`config.mk`:
```
export PLATFORM = sky130hd
export DESIGN_NAME = fifo_wr_arbiter_flat
export DESIGN_NICKNAME = d
export VERILOG_FILES = /design/src/rtl/fifo_arb_pkg.sv /design/src/rtl/fifo_wr_arbiter_if.sv /design/src/rtl/fifo_wr_arbiter_rr_pick.sv /design/src/rtl/fifo_wr_arbiter.sv /design/src/flat_wrapper.sv
export SDC_FILE = /design/constraint.sdc
export NUM_CORES = 1
export LEC_CHECK = 0
export CAP_MARGIN = 20
export CORE_ASPECT_RATIO = 1.4
export CORE_MARGIN = 4
export CORE_UTILIZATION = 43
export DETAILED_ROUTE_END_ITERATION = 6
export GPL_TIMING_DRIVEN = 1
export HOLD_SLACK_MARGIN = 0.08
export PLACE_DENSITY = 0.95
export SYNTH_ARGS = -nofsm -noshare
export SYNTH_HDL_FRONTEND = slang
export SYNTH_SLANG_ARGS = --single-unit
```
`constraint.sdc`:
```
create_clock -name clk -period 5.9 [get_ports clk]
set_input_delay 0.885 -clock clk [delete_from_list [all_inputs] [get_ports clk]]
set_output_delay 0.885 -clock clk [all_outputs]
set_load 0.05 [all_outputs]
```
`src/rtl/fifo_arb_pkg.sv`:
```
// Shared defaults, index/credit types and a width helper for the FIFO write arbiter.
package fifo_arb_pkg;

    localparam int unsigned N_REQ_DEF     = 4;
    localparam int unsigned DEPTH_DEF     = 8;
    localparam int unsigned WIDTH_DEF     = 8;
    localparam int unsigned MAX_BURST_DEF = 2;

    // Width of an index into n items; never narrower than one bit.
    function automatic int unsigned idx_width(input int unsigned n);
        return (n > 1) ? $clog2(n) : 1;
    endfunction

    typedef logic [idx_width(N_REQ_DEF)-1:0]     req_idx_t;
    typedef logic [$clog2(DEPTH_DEF + 1)-1:0]    credit_t;
    typedef logic [idx_width(MAX_BURST_DEF)-1:0] burst_cnt_t;

endpackage

```
`src/rtl/fifo_wr_arbiter_if.sv`:
```
// Producer request bus plus FIFO write-side signals seen by the arbiter.
interface fifo_wr_arbiter_if
    import fifo_arb_pkg::*;
#(
    parameter int unsigned N_REQ = N_REQ_DEF,
    parameter int unsigned DEPTH = DEPTH_DEF,
    parameter int unsigned WIDTH = WIDTH_DEF
);
    logic [N_REQ-1:0]            req;
    logic [N_REQ*WIDTH-1:0]      req_data;
    logic [N_REQ-1:0]            gnt;
    logic                        fifo_w_en;
    logic [WIDTH-1:0]            fifo_data_in;
    logic                        fifo_r_en;
    logic                        fifo_empty;
    logic                        fifo_full;
    logic [$clog2(DEPTH+1)-1:0]  credits;

    // Arbiter side.
    modport master (
        input  req, req_data, fifo_r_en, fifo_empty, fifo_full,
        output gnt, fifo_w_en, fifo_data_in, credits
    );

    // Producers and FIFO side.
    modport slave (
        output req, req_data, fifo_r_en, fifo_empty, fifo_full,
        input  gnt, fifo_w_en, fifo_data_in, credits
    );

endinterface

```
`src/rtl/fifo_wr_arbiter_rr_pick.sv`:
```
// Round-robin find-first-set: first requester at or after ptr+1, wrapping.
module rr_pick #(
    parameter int unsigned N    = 4,
    parameter int unsigned IdxW = 2
) (
    input  logic [N-1:0]    req_i,
    input  logic [IdxW-1:0] ptr_i,
    output logic            valid_o,
    output logic [IdxW-1:0] idx_o
);

    logic [IdxW-1:0] cand;

    // Walk N positions starting just past the pointer; keep the first hit.
    always_comb begin
        valid_o = 1'b0;
        idx_o   = '0;
        cand    = '0;
        for (int unsigned k = 1; k <= N; k++) begin
            cand = IdxW'((32'(ptr_i) + k) % N);
            if (!valid_o && req_i[cand]) begin
                valid_o = 1'b1;
                idx_o   = cand;
            end
        end
    end

endmodule

```
`src/rtl/fifo_wr_arbiter.sv`:
```
// Round-robin, burst-bounded arbiter sharing one FIFO write port between N_REQ producers.
// A shadow credit count (free slots minus claimed ones) keeps writes out of a full FIFO.
module fifo_wr_arbiter
    import fifo_arb_pkg::*;
#(
    parameter int unsigned N_REQ     = N_REQ_DEF,
    parameter int unsigned DEPTH     = DEPTH_DEF,
    parameter int unsigned WIDTH     = WIDTH_DEF,
    parameter int unsigned MAX_BURST = MAX_BURST_DEF
) (
    input logic               clk,
    input logic               rst,
    fifo_wr_arbiter_if.master arb_io
);

    localparam int unsigned IdxW     = idx_width(N_REQ);
    localparam int unsigned CredW    = $clog2(DEPTH + 1);
    localparam int unsigned BurstW   = idx_width(MAX_BURST);
    localparam logic [BurstW-1:0] BurstMax = BurstW'(MAX_BURST - 1);
    localparam logic [CredW-1:0]  CredMax  = CredW'(DEPTH);

    logic [IdxW-1:0]   ptr_q, ptr_d;
    logic [IdxW-1:0]   owner_q, owner_d;
    logic              owner_vld_q, owner_vld_d;
    logic [BurstW-1:0] burst_q, burst_d;
    logic [CredW-1:0]  credits_q, credits_d;
    logic              w_en_q, w_en_d;
    logic [WIDTH-1:0]  data_q, data_d;

    logic              pick_vld;
    logic [IdxW-1:0]   pick_idx;
    logic [IdxW-1:0]   win_idx;
    logic              others_req;
    logic              keep_owner;
    logic              grant;
    logic              rd_valid;

    rr_pick #(
        .N    (N_REQ),
        .IdxW (IdxW)
    ) u_rr_pick (
        .req_i   (arb_io.req),
        .ptr_i   (ptr_q),
        .valid_o (pick_vld),
        .idx_o   (pick_idx)
    );

    // Winner selection and combinational grant; reset and zero credit both block grants.
    always_comb begin
        others_req = |(arb_io.req & ~(N_REQ'(1) << owner_q));
        keep_owner = owner_vld_q && arb_io.req[owner_q] &&
                     ((burst_q < BurstMax) || !others_req);
        win_idx    = keep_owner ? owner_q : pick_idx;
        grant      = !rst && (credits_q != '0) && (keep_owner || pick_vld);
        arb_io.gnt = grant ? (N_REQ'(1) << win_idx) : '0;
    end

    // Next state: credits, owner/burst tracking, write register.
    always_comb begin
        rd_valid    = arb_io.fifo_r_en && !arb_io.fifo_empty;
        credits_d   = credits_q;
        ptr_d       = ptr_q;
        owner_d     = owner_q;
        owner_vld_d = owner_vld_q;
        burst_d     = burst_q;
        w_en_d      = grant;
        data_d      = data_q;

        if (grant && !rd_valid) begin
            credits_d = credits_q - CredW'(1);
        end else if (rd_valid && !grant && (credits_q != CredMax)) begin
            credits_d = credits_q + CredW'(1);
        end

        if (grant) begin
            data_d = arb_io.req_data[32'(win_idx) * WIDTH +: WIDTH];
            if (keep_owner) begin
                // Saturate: once at the limit the owner only continues while alone.
                if (burst_q < BurstMax) begin
                    burst_d = burst_q + BurstW'(1);
                end
            end else begin
                ptr_d       = pick_idx;
                owner_d     = pick_idx;
                owner_vld_d = 1'b1;
                burst_d     = '0;
            end
        end
    end

    // State registers; reset drops any pending write and restores full credit.
    always_ff @(posedge clk) begin
        if (rst) begin
            ptr_q       <= IdxW'(N_REQ - 1);
            owner_q     <= '0;
            owner_vld_q <= 1'b0;
            burst_q     <= '0;
            credits_q   <= CredMax;
            w_en_q      <= 1'b0;
            data_q      <= '0;
        end else begin
            ptr_q       <= ptr_d;
            owner_q     <= owner_d;
            owner_vld_q <= owner_vld_d;
            burst_q     <= burst_d;
            credits_q   <= credits_d;
            w_en_q      <= w_en_d;
            data_q      <= data_d;
        end
    end

    assign arb_io.fifo_w_en    = w_en_q;
    assign arb_io.fifo_data_in = data_q;
    assign arb_io.credits      = credits_q;

    a_gnt_onehot0: assert property (@(posedge clk) disable iff (rst) $onehot0(arb_io.gnt));
    a_no_full_write: assert property (@(posedge clk) disable iff (rst)
        !(arb_io.fifo_w_en && arb_io.fifo_full));
    a_credit_max: assert property (@(posedge clk) disable iff (rst)
        (arb_io.fifo_r_en && !arb_io.fifo_empty) |-> (credits_q < CredMax));

    for (genvar i = 0; i < N_REQ; i++) begin : g_req_chk
        a_gnt_has_req: assert property (@(posedge clk) disable iff (rst)
            arb_io.gnt[i] |-> arb_io.req[i]);
        // A requester must hold req until it is granted.
        a_req_held: assert property (@(posedge clk)
            (!rst && arb_io.req[i] && !arb_io.gnt[i]) |=> (rst || arb_io.req[i]));
    end

endmodule

```
`src/flat_wrapper.sv`:
```
// flat-port wrapper written by rule: the top's interface ports become plain ports
module fifo_wr_arbiter_flat import fifo_arb_pkg::*;
#(
    parameter int unsigned N_REQ     = N_REQ_DEF,
    parameter int unsigned DEPTH     = DEPTH_DEF,
    parameter int unsigned WIDTH     = WIDTH_DEF,
    parameter int unsigned MAX_BURST = MAX_BURST_DEF
)
  (clk, rst, arb_io_req, arb_io_req_data, arb_io_fifo_r_en, arb_io_fifo_empty, arb_io_fifo_full, arb_io_gnt, arb_io_fifo_w_en, arb_io_fifo_data_in, arb_io_credits);
  fifo_wr_arbiter_if #(.N_REQ(N_REQ), .DEPTH(DEPTH), .WIDTH(WIDTH)) arb_io_i ();
  input logic clk;
  input logic rst;
  input wire logic [$bits(arb_io_i.req)-1:0] arb_io_req;
  input wire logic [$bits(arb_io_i.req_data)-1:0] arb_io_req_data;
  input wire logic [$bits(arb_io_i.fifo_r_en)-1:0] arb_io_fifo_r_en;
  input wire logic [$bits(arb_io_i.fifo_empty)-1:0] arb_io_fifo_empty;
  input wire logic [$bits(arb_io_i.fifo_full)-1:0] arb_io_fifo_full;
  output wire logic [$bits(arb_io_i.gnt)-1:0] arb_io_gnt;
  output wire logic [$bits(arb_io_i.fifo_w_en)-1:0] arb_io_fifo_w_en;
  output wire logic [$bits(arb_io_i.fifo_data_in)-1:0] arb_io_fifo_data_in;
  output wire logic [$bits(arb_io_i.credits)-1:0] arb_io_credits;
  assign arb_io_i.req = arb_io_req;
  assign arb_io_i.req_data = arb_io_req_data;
  assign arb_io_i.fifo_r_en = arb_io_fifo_r_en;
  assign arb_io_i.fifo_empty = arb_io_fifo_empty;
  assign arb_io_i.fifo_full = arb_io_fifo_full;
  assign arb_io_gnt = arb_io_i.gnt;
  assign arb_io_fifo_w_en = arb_io_i.fifo_w_en;
  assign arb_io_fifo_data_in = arb_io_i.fifo_data_in;
  assign arb_io_credits = arb_io_i.credits;
  fifo_wr_arbiter #(.N_REQ(N_REQ), .DEPTH(DEPTH), .WIDTH(WIDTH), .MAX_BURST(MAX_BURST)) u_core (.clk(clk), .rst(rst), .arb_io(arb_io_i));
endmodule
```
Word level (Yosys, flattened, before mapping)
Cells that the tools add are included.
{ "word_totals": {"ff_bits": 19, "latch_bits": 0, "mem_bits_rw": 0, "romBits": 0, "input_bits": 41, "output_inout_bits": 17, "elab_cells": 78, "n_memories": 0} }
{ "classes": {"n_addsub": 7, "mul": 0, "div": 0, "n_lt_le_gt_ge": 6, "eq_ne": 2, "n_shift": 3, "mux": 24, "n_bitwise": 3, "n_reduce_logical": 26} }
{ "op_table": {"columns": ["cell", "n"], "rows": [
  ["indexed part select 32 x 6 -> 8 bit", 1],
  ["less-than comparator 2 x 3 -> 1 bit (second input constant)", 5],
  ["two-way mux 4 bit", 3],
  ["logical AND 1 bit", 11],
  ["two-way mux 1 bit", 11],
  ["binary-select mux 1 bit (select 2 bit)", 5],
  ["two-way mux 2 bit", 5],
  ["logical NOT 1 bit", 8],
  ["<< shifter 1 x 2 -> 4 bit (first input constant)", 2],
  ["adder 2 x 1 -> 2 bit (second input constant)", 2],
  ["adder 2 bit (second input constant)", 2],
  ["adder 4 x 1 -> 4 bit (second input constant)", 1],
  ["AND 4 bit", 1],
  ["!= test 4 bit (second input constant)", 1],
  ["inverter 4 bit", 1],
  ["AND reduction 2 bit", 2],
  ["nonzero test 4 bit", 1],
  ["OR reduction 4 bit", 1],
  ["subtractor 4 x 1 -> 4 bit (second input constant)", 1],
  ["logical OR 1 bit", 2],
  ["!= test 2 bit (second input constant)", 1],
  ["nonzero test 2 bit", 1],
  ["adder 1 bit (second input constant)", 1],
  ["less-than comparator 1 bit (second input constant)", 1],
  ["inverter 1 bit", 1]
]} }

Longest topological paths before layout
Gate-level depths: netlist (run 1).
{ "logic_depth": {"depth_word": 20, "ltp_mapped": 10, "ltp_nobuf": 9} }

Modules after synthesis
Synthesis (run 1) repeated with hierarchy kept, for this count alone.
{ "unflattened": {"hier_cells": 135, "hier_area_um2": 1292.5} }
{ "by_module_without_submodules": {"columns": ["mod", "instances", "cells_each", "area_per_inst_um2", "seq_area_each_um2"], "rows": [
  ["fifo_wr_arbiter", 1, 121, 1201.2, 380.4],
  ["rr_pick", 1, 14, 91.3, 0.0]
]} }

Least setup slack after synthesis (run 1)
OpenSTA, ideal clock, no wires.
{ "synth_timing": {"path_type": "input to output", "startpoint": "in arb_io_req[2]", "endpoint": "out arb_io_gnt[1]", "t_arrival_ns": 2.901, "required_ns": 5.015, "slack_ns": 2.114, "path_stages": 8, "path_buffers": 2, "path_cell_list": "or4_1 > o21ai_2 > o311ai_4 > mux2i_1 > buf_6 > buf_12 > inv_2 > nor2_1"} }
{ "synth_via": {"elab_chain_cells": 15, "word_cells_on_any_way": 35, "classes_between": "shift: 1; mux: 20; bitwise: 1; reduce/logical: 13"} }
{ "synth_rtl": {"columns": ["item", "line_no", "text"], "rows": [
  ["start, declared", "flat_wrapper.sv:13", "input wire logic [$bits(arb_io_i.req)-1:0] arb_io_req;"],
  ["binary-select mux 1 bit (select 2 bit)", "fifo_wr_arbiter_rr_pick.sv:21", "if (!valid_o && req_i[cand]) begin"],
  ["two-way mux 1 bit (implied by the code)", "fifo_wr_arbiter_rr_pick.sv:21", null],
  ["two-way mux 1 bit", "fifo_wr_arbiter_rr_pick.sv:21", null],
  ["logical NOT 1 bit", "fifo_wr_arbiter_rr_pick.sv:21", null],
  ["logical AND 1 bit", "fifo_wr_arbiter_rr_pick.sv:21", null],
  ["two-way mux 1 bit", "fifo_wr_arbiter_rr_pick.sv:21", null],
  ["logical NOT 1 bit", "fifo_wr_arbiter_rr_pick.sv:21", null],
  ["logical AND 1 bit", "fifo_wr_arbiter_rr_pick.sv:21", null],
  ["two-way mux 1 bit", "fifo_wr_arbiter_rr_pick.sv:21", null],
  ["logical NOT 1 bit", "fifo_wr_arbiter_rr_pick.sv:21", null],
  ["logical AND 1 bit", "fifo_wr_arbiter_rr_pick.sv:21", null],
  ["two-way mux 2 bit / two-way mux 1 bit (equally long branches)", "fifo_wr_arbiter_rr_pick.sv:21", null],
  ["two-way mux 2 bit / logical OR 1 bit (equally long branches)", "fifo_wr_arbiter.sv:53, fifo_wr_arbiter.sv:54", null],
  ["<< shifter 1 x 2 -> 4 bit / logical AND 1 bit (equally long branches)", "fifo_wr_arbiter.sv:55, fifo_wr_arbiter.sv:54", null],
  ["two-way mux 4 bit *", "fifo_wr_arbiter.sv:55", "arb_io.gnt = grant ? (N_REQ'(1) << win_idx) : '0;"],
  ["end, declared", "flat_wrapper.sv:18", "output wire logic [$bits(arb_io_i.gnt)-1:0] arb_io_gnt;"]
]} }
Every way passes the cells marked *; elsewhere a longest branch is shown, timed or not. The select of a mux whose other input is x is not followed.

Worst setup path in the final report (run 1)
{ "layout_timing": {"startpoint": "in arb_io_req[3]", "endpoint": "out arb_io_gnt[3]"} }
The elaborated chain is that of the path after synthesis.

==> flow_summary.json, run 1 <==
{
  "maxCapViolations": 0,
  "clockBufferDepth": 2,
  "row_count": 22,
  "cts_setup_buffers": 0,
  "dieArea_um2": 3600,
  "fillerInstances": 213,
  "die_w_um": 51.9,
  "area_delta_synth_final_pct": 51.8,
  "grt_pass1_wl_mm": 5.40,
  "drive_gt1_frac": 0.0656,
  "drc_errors": 0,
  "path_clk_slew_ns": 0.11,
  "power.total_mw": 0.758,
  "cts_buffers": 3,
  "io_buffers": 56,
  "clockRootBuffer": "clkbuf_4",
  "worst-setup-path-type": "input port to output port",
  "pwr-share-seq": 0.292,
  "synth_cell_types": 40,
  "synthCells": 127,
  "synth_edf_count": 0,
  "p_int_mw": 0.388,
  "vias": 1182,
  "ir_drop_mv": 0.378,
  "max-slew-margin-rel": 0.600,
  "min_path_cells": 2,
  "async_flop_share": 0,
  "post-synth-top-count-cell": "mux2i_1",
  "syn_area_um2": 1160,
  "dr.pass1.iters": 4,
  "dp_slack_ns": 1.09,
  "worstPathArrival_ns": 3.91,
  "fin_crit_sh": 0.813,
  "comb_power_share": 0.618,
  "drv_slew": 0,
  "ys_seq_elements": 19,
  "drt-vias-per-instance": 5.40,
  "rsz0062_at_grt": "false",
  "rr_endpoint": "u_core.arb_io.fifo_data_in[0]",
  "diodes": 0,
  "die_h_um": 69.4,
  "finalHoldWorstSlack_ns": 0.479,
  "stdcell_count": 219,
  "grt_usage": 0.193,
  "required_ns": 5.02,
  "status": "completed",
  "final-hold-violation-count": 0,
  "clkPwrFrac": 0.090,
  "start_kind": "input port",
  "powerDensity_nw_per_um2": 431,
  "cts_tree": "done",
  "post_cts_resized": 0,
  "fmax_mhz": 208,
  "timing.final.ws_setup_ns": 1.10,
  "place.gp.congestion": 0.696,
  "routed_wl_mm": 3.37,
  "setup_violations": 0,
  "grt_max_degree": 15,
  "routedWlPerCell_um": 15.4,
  "yosysTopAreaCell": "dfxtp_1",
  "finalSetupTns_ns": 0,
  "syn-num-nets": 169,
  "antenna_found_initial": 0,
  "endpoint_kind": "output port",
  "worst_slew_pin_slew_ns": 0.599,
  "ios": 58,
  "yosys-top-cells-area": "dfxtp_1, mux2i_1, o221ai_1",
  "final_nets": 226,
  "htree_num_levels": 1,
  "avgSynthCellArea_um2": 9.12,
  "drtIter0Drc": 29,
  "finClkSkew_ns": 0.00226,
  "hold-path-endpoint": "u_core.arb_io.fifo_data_in[3]",
  "period_needed_ns": 4.80,
  "cts.hold.buffers_added": 0,
  "reg2reg_slack_ns": 3.24,
  "grt_pass1_vias": 1208,
  "hold_path.class": "flip-flop to flip-flop",
  "reg2reg_from": "u_core.owner_q[0]",
  "reg2reg_depth": 7,
  "synthTopCellsByCount": "mux2i_1, dfxtp_1, nand2_1",
  "p_leak_nw": 0.726,
  "core_area_um2": 2620,
  "swShare": 0.488,
  "start_util": 0.443,
  "p_sw_mw": 0.370,
  "dp_cells": 215,
  "detail-route-antenna-nets": 0,
  "synth.top_cell.area_share": 0.328,
  "synth_ff_type": "dfxtp_1",
  "min-delay-start": "u_core.arb_io.fifo_data_in[3]",
  "crit_fanout": 14,
  "post-dp-hpwl_mm": 2.80,
  "grt-ovfl-total": 0,
  "cts.sinks": 19,
  "yosysWarningCount": 0,
  "synth-seq-area-share": 0.328,
  "worst_skew_pair.late_latency_ns": 0.31
}
==> cell type report <==
class                   count  area, µm²  area share
clock buffers               3       22.5      0.0128
clock inverters             1       5.00     0.00284
inverters                   3       11.3     0.00640
multi-input cells         100        727       0.413
flip-flops and latches     19        380       0.216
well taps                  36       45.0      0.0256
repair buffers             57        568       0.323
==> cell families after synthesis <==
family / share of synthesized area
and+or+nand+nor: 0.205
adders and majority gates: 0.0108
AOI/OAI and AO/OA: 0.180
xor gates and xnor gates: 0.0227
muxes: 0.205
DFF: 0.328
buffers and inverters: 0.0475
==> metal layers <==
layer  track usage  vias to the layer above  wire length, µm
met5             0                        -                0
met4        0.0612                        0               41
met3        0.0301                        5              151
met2         0.368                       35             1950
met1         0.202                      557             1230
li1              -                      585                -
==> state kept, by name, summed over array words and instances, names as in the netlist <==
name and flops:
u_core.owner_q 2, u_core.owner_vld_q 1, u_core.arb_io.fifo_data_in 8, u_core.arb_io.credits 4
u_core.arb_io.fifo_w_en 1, u_core.burst_q 1, u_core.ptr_q 2
==> through the flow <==
step                instance area, µm²  utilization
floorplan                         1160            -
global placement                  1730        0.662
detailed placement                1730        0.662
CTS                               1760        0.673
global route                      1760        0.673
finish                            1760        0.673
==> power groups by stage <==
stage / Sequential [mW] / Clock, mW / Combinational (mW)
3_5_place_dp: 0.222 / 0 / 0.471
4_1_cts: 0.220 / 0.0693 / 0.472
5_1_grt: 0.228 / 0.0744 / 0.498
3_3_place_gp: 0.218 / 0 / 0.455
2_1_floorplan: 0.340 / 0 / 0.211
6_report: 0.221 / 0.0684 / 0.468
==> worst max-delay path: stages <==
cell and delay [ns]:
clkdlybuf4s50_1 0.53, mux2_1 0.36, nor4b_2 0.32, o311ai_4 0.20, mux2i_2 0.47, buf_4 0.34, nor2_1 0.08, clkdlybuf4s50_1 0.72
==> cells in the final DEF (no fill, tap or decap), types with 2 or more instances in the layout <==
cell type / instances
clkdlybuf4s50_1: 56
mux2i_1: 19
dfxtp_1: 19
nand2_1: 15
nor2_1: 14
o221ai_1: 8
nor4_1: 3
nor2b_1: 3
nand2b_1: 3
a21oi_1: 3
o21ai_1: 3
clkbuf_4: 3
inv_2: 2
o21ai_0: 2
a21o_1: 2
nand4_1: 2
xnor2_1: 2
==> worst max path at each step <==
stage	startpoint	end	slack, ns	depth (start not counted)
final	arb_io_req[3]	arb_io_gnt[3]	1.10	8
after floorplan	arb_io_req[2]	arb_io_gnt[1]	2.11	8
after global routing	arb_io_req[3]	arb_io_gnt[3]	0.90	8
after CTS	arb_io_req[2]	arb_io_gnt[3]	1.11	8
after detailed placement	arb_io_req[2]	arb_io_gnt[3]	1.09	8
after global placement	arb_io_req[2]	arb_io_gnt[3]	1.18	8
(Power assumes the default switching activity.)
==> run 2, diff against run 1 <==
Settings changed: CORE_UTILIZATION 43 to 36, PLACE_DENSITY 0.95 to 0.86.
Clock period 5.9 ns to 4.13 ns, I/O delays scaled along.
==> flow_summary.json, run 2 (same netlist as run 1, synthesis figures left out) <==
{
  "start_util": 0.375,
  "post_cts_resized": 0,
  "core_area_um2": 3090,
  "htree_num_levels": 1,
  "maxCapViolations": 0,
  "rsz0062_at_grt": "false",
  "die_h_um": 75.1,
  "final-hold-violation-count": 0,
  "final_nets": 228,
  "ios": 58,
  "stdcell_count": 224,
  "place.gp.congestion": 0.777,
  "worst_slew_pin_slew_ns": 0.588,
  "crit_fanout": 10,
  "worst-setup-path-type": "input port to output port",
  "seq_area_um2": 380,
  "drc_errors": 0,
  "multi_input_area_um2": 727,
  "cts_tree": "done",
  "die_w_um": 55.9,
  "grt_pass1_vias": 1074,
  "clkPwrFrac": 0.117,
  "antenna_found_initial": 0,
  "drv_slew": 0,
  "layout_commonest_cell": "clkdlybuf4s50_1",
  "setup_violations": 0,
  "routedWlPerCell_um": 14.1,
  "detail-route-antenna-nets": 0,
  "fillerInstances": 261,
  "largest_reg_flops": 8,
  "drtIter0Drc": 32,
  "clockBufferDepth": 2,
  "grt_usage": 0.160,
  "path_clk_slew_ns": 0.07,
  "cts.sinks": 19,
  "max-slew-margin-rel": 0.607,
  "required_ns": 3.51,
  "period_needed_ns": 3.56,
  "worstPathArrival_ns": 2.94,
  "row_count": 24,
  "fmax_mhz": 281,
  "post-dp-hpwl_mm": 2.54,
  "vias": 1166,
  "powerDensity_nw_per_um2": 622,
  "clockRootBuffer": "clkbuf_8",
  "pwr-share-seq": 0.275,
  "finalHoldWorstSlack_ns": 0.466,
  "dr.pass1.iters": 4,
  "p_leak_nw": 0.753,
  "ir_drop_mv": 0.312,
  "grt_max_degree": 11,
  "hold_path.class": "flip-flop to flip-flop",
  "finClkSkew_ns": 0.00309,
  "cts.hold.buffers_added": 0,
  "area_delta_synth_final_pct": 56.3,
  "p_int_mw": 0.605,
  "cts_buffers": 3,
  "cts_setup_buffers": 0,
  "drt-vias-per-instance": 5.21,
  "routed_wl_mm": 3.17,
  "finalSetupTns_ns": 0,
  "fin_crit_sh": 0.862,
  "endpoint_kind": "output port",
  "drive_gt1_frac": 0.0919,
  "start_kind": "input port",
  "worst_skew_pair.late_latency_ns": 0.26,
  "diodes": 0,
  "grt-ovfl-total": 0,
  "grt_pass1_wl_mm": 5.29,
  "dp_cells": 220,
  "status": "completed",
  "swShare": 0.463,
  "dieArea_um2": 4200,
  "p_sw_mw": 0.522,
  "io_buffers": 56,
  "comb_power_share": 0.607,
  "final_cell_mix": "clkdlybuf4s50_1, mux2i_1, dfxtp_1"
}
[run 2: cell types whose count changed in the layout (fill, tap and decap cells not counted)]
| cell | before | now |
|---|---|---|
| clkdlybuf4s50_1 | 56 | 52 |
| clkbuf_8 | 0 | 3 |
| buf_4 | 1 | 5 |
| clkbuf_4 | 3 | 0 |
| clkinv_2 | 1 | 0 |
| clkbuf_1 | 0 | 1 |
| buf_12 | 0 | 2 |
[run 2: power groups by stage]
stage                     clock [mW]  sequential, mW  combinational, mW
after global routing           0.145           0.321              0.729
after CTS                      0.135           0.311              0.689
after floorplan                    0           0.485              0.301
final                          0.132           0.310              0.684
after detailed placement           0           0.316              0.688
after global placement             0           0.313              0.678
[run 2: routing by layer]
metal,up-vias,global-route usage,wire (µm)
met2,48,0.271,1470
met5,-,0,0
met3,4,0.0497,253
met1,528,0.191,1410
li1,586,-,-
met4,0,0.0633,39
[run 2: worst paths after layout]
kind,from,end,slack (ns),cells after the start
setup / recovery,arb_io_req[3],arb_io_gnt[0],0.57,8
hold / removal,u_core.arb_io.fifo_data_in[3],u_core.arb_io.fifo_data_in[3],0.47,2
setup reg to reg,u_core.owner_q[0],u_core.arb_io.fifo_data_in[7],1.52,7
hold reg to reg,u_core.arb_io.fifo_data_in[3],u_core.arb_io.fifo_data_in[3],0.47,2
[run 2: per-stage QoR]
stage | worst slack, ns | utilization | instance area, µm² | power (mW)
2_1_floorplan | 0.875 | - | 1160 | 0.786
3_3_place_gp | 0.605 | 0.571 | 1770 | 0.991
3_5_place_dp | 0.569 | 0.571 | 1770 | 1.00
4_1_cts | 0.550 | 0.585 | 1810 | 1.14
5_1_grt | 0.381 | 0.585 | 1810 | 1.19
6_report | 0.569 | 0.585 | 1810 | 1.13
[run 2: area by class of cell]
| class | count | area share |
|---|---|---|
| inverter | 3 | 0.00622 |
| timing repair buffer | 59 | 0.330 |
| multi-input combinational | 100 | 0.402 |
| clock buffer | 4 | 0.0249 |
| sequential | 19 | 0.210 |
| tap | 39 | 0.0270 |
[run 2: worst max-delay path, stage by stage]
cell	delay (ns)
clkdlybuf4s50_1	0.53
mux2_1	0.34
nor4b_2	0.32
o311ai_4	0.20
mux2i_1	0.22
nand2_1	0.27
nor2_1	0.27
buf_12	0.17
==> run 3, diff against run 2 <==
Settings changed: CAP_MARGIN 20 to 30, GPL_TIMING_DRIVEN 1 to not set.
==> results of run 3 <==
Same layout as run 2: the final DEF is identical, and so are final timing and power.
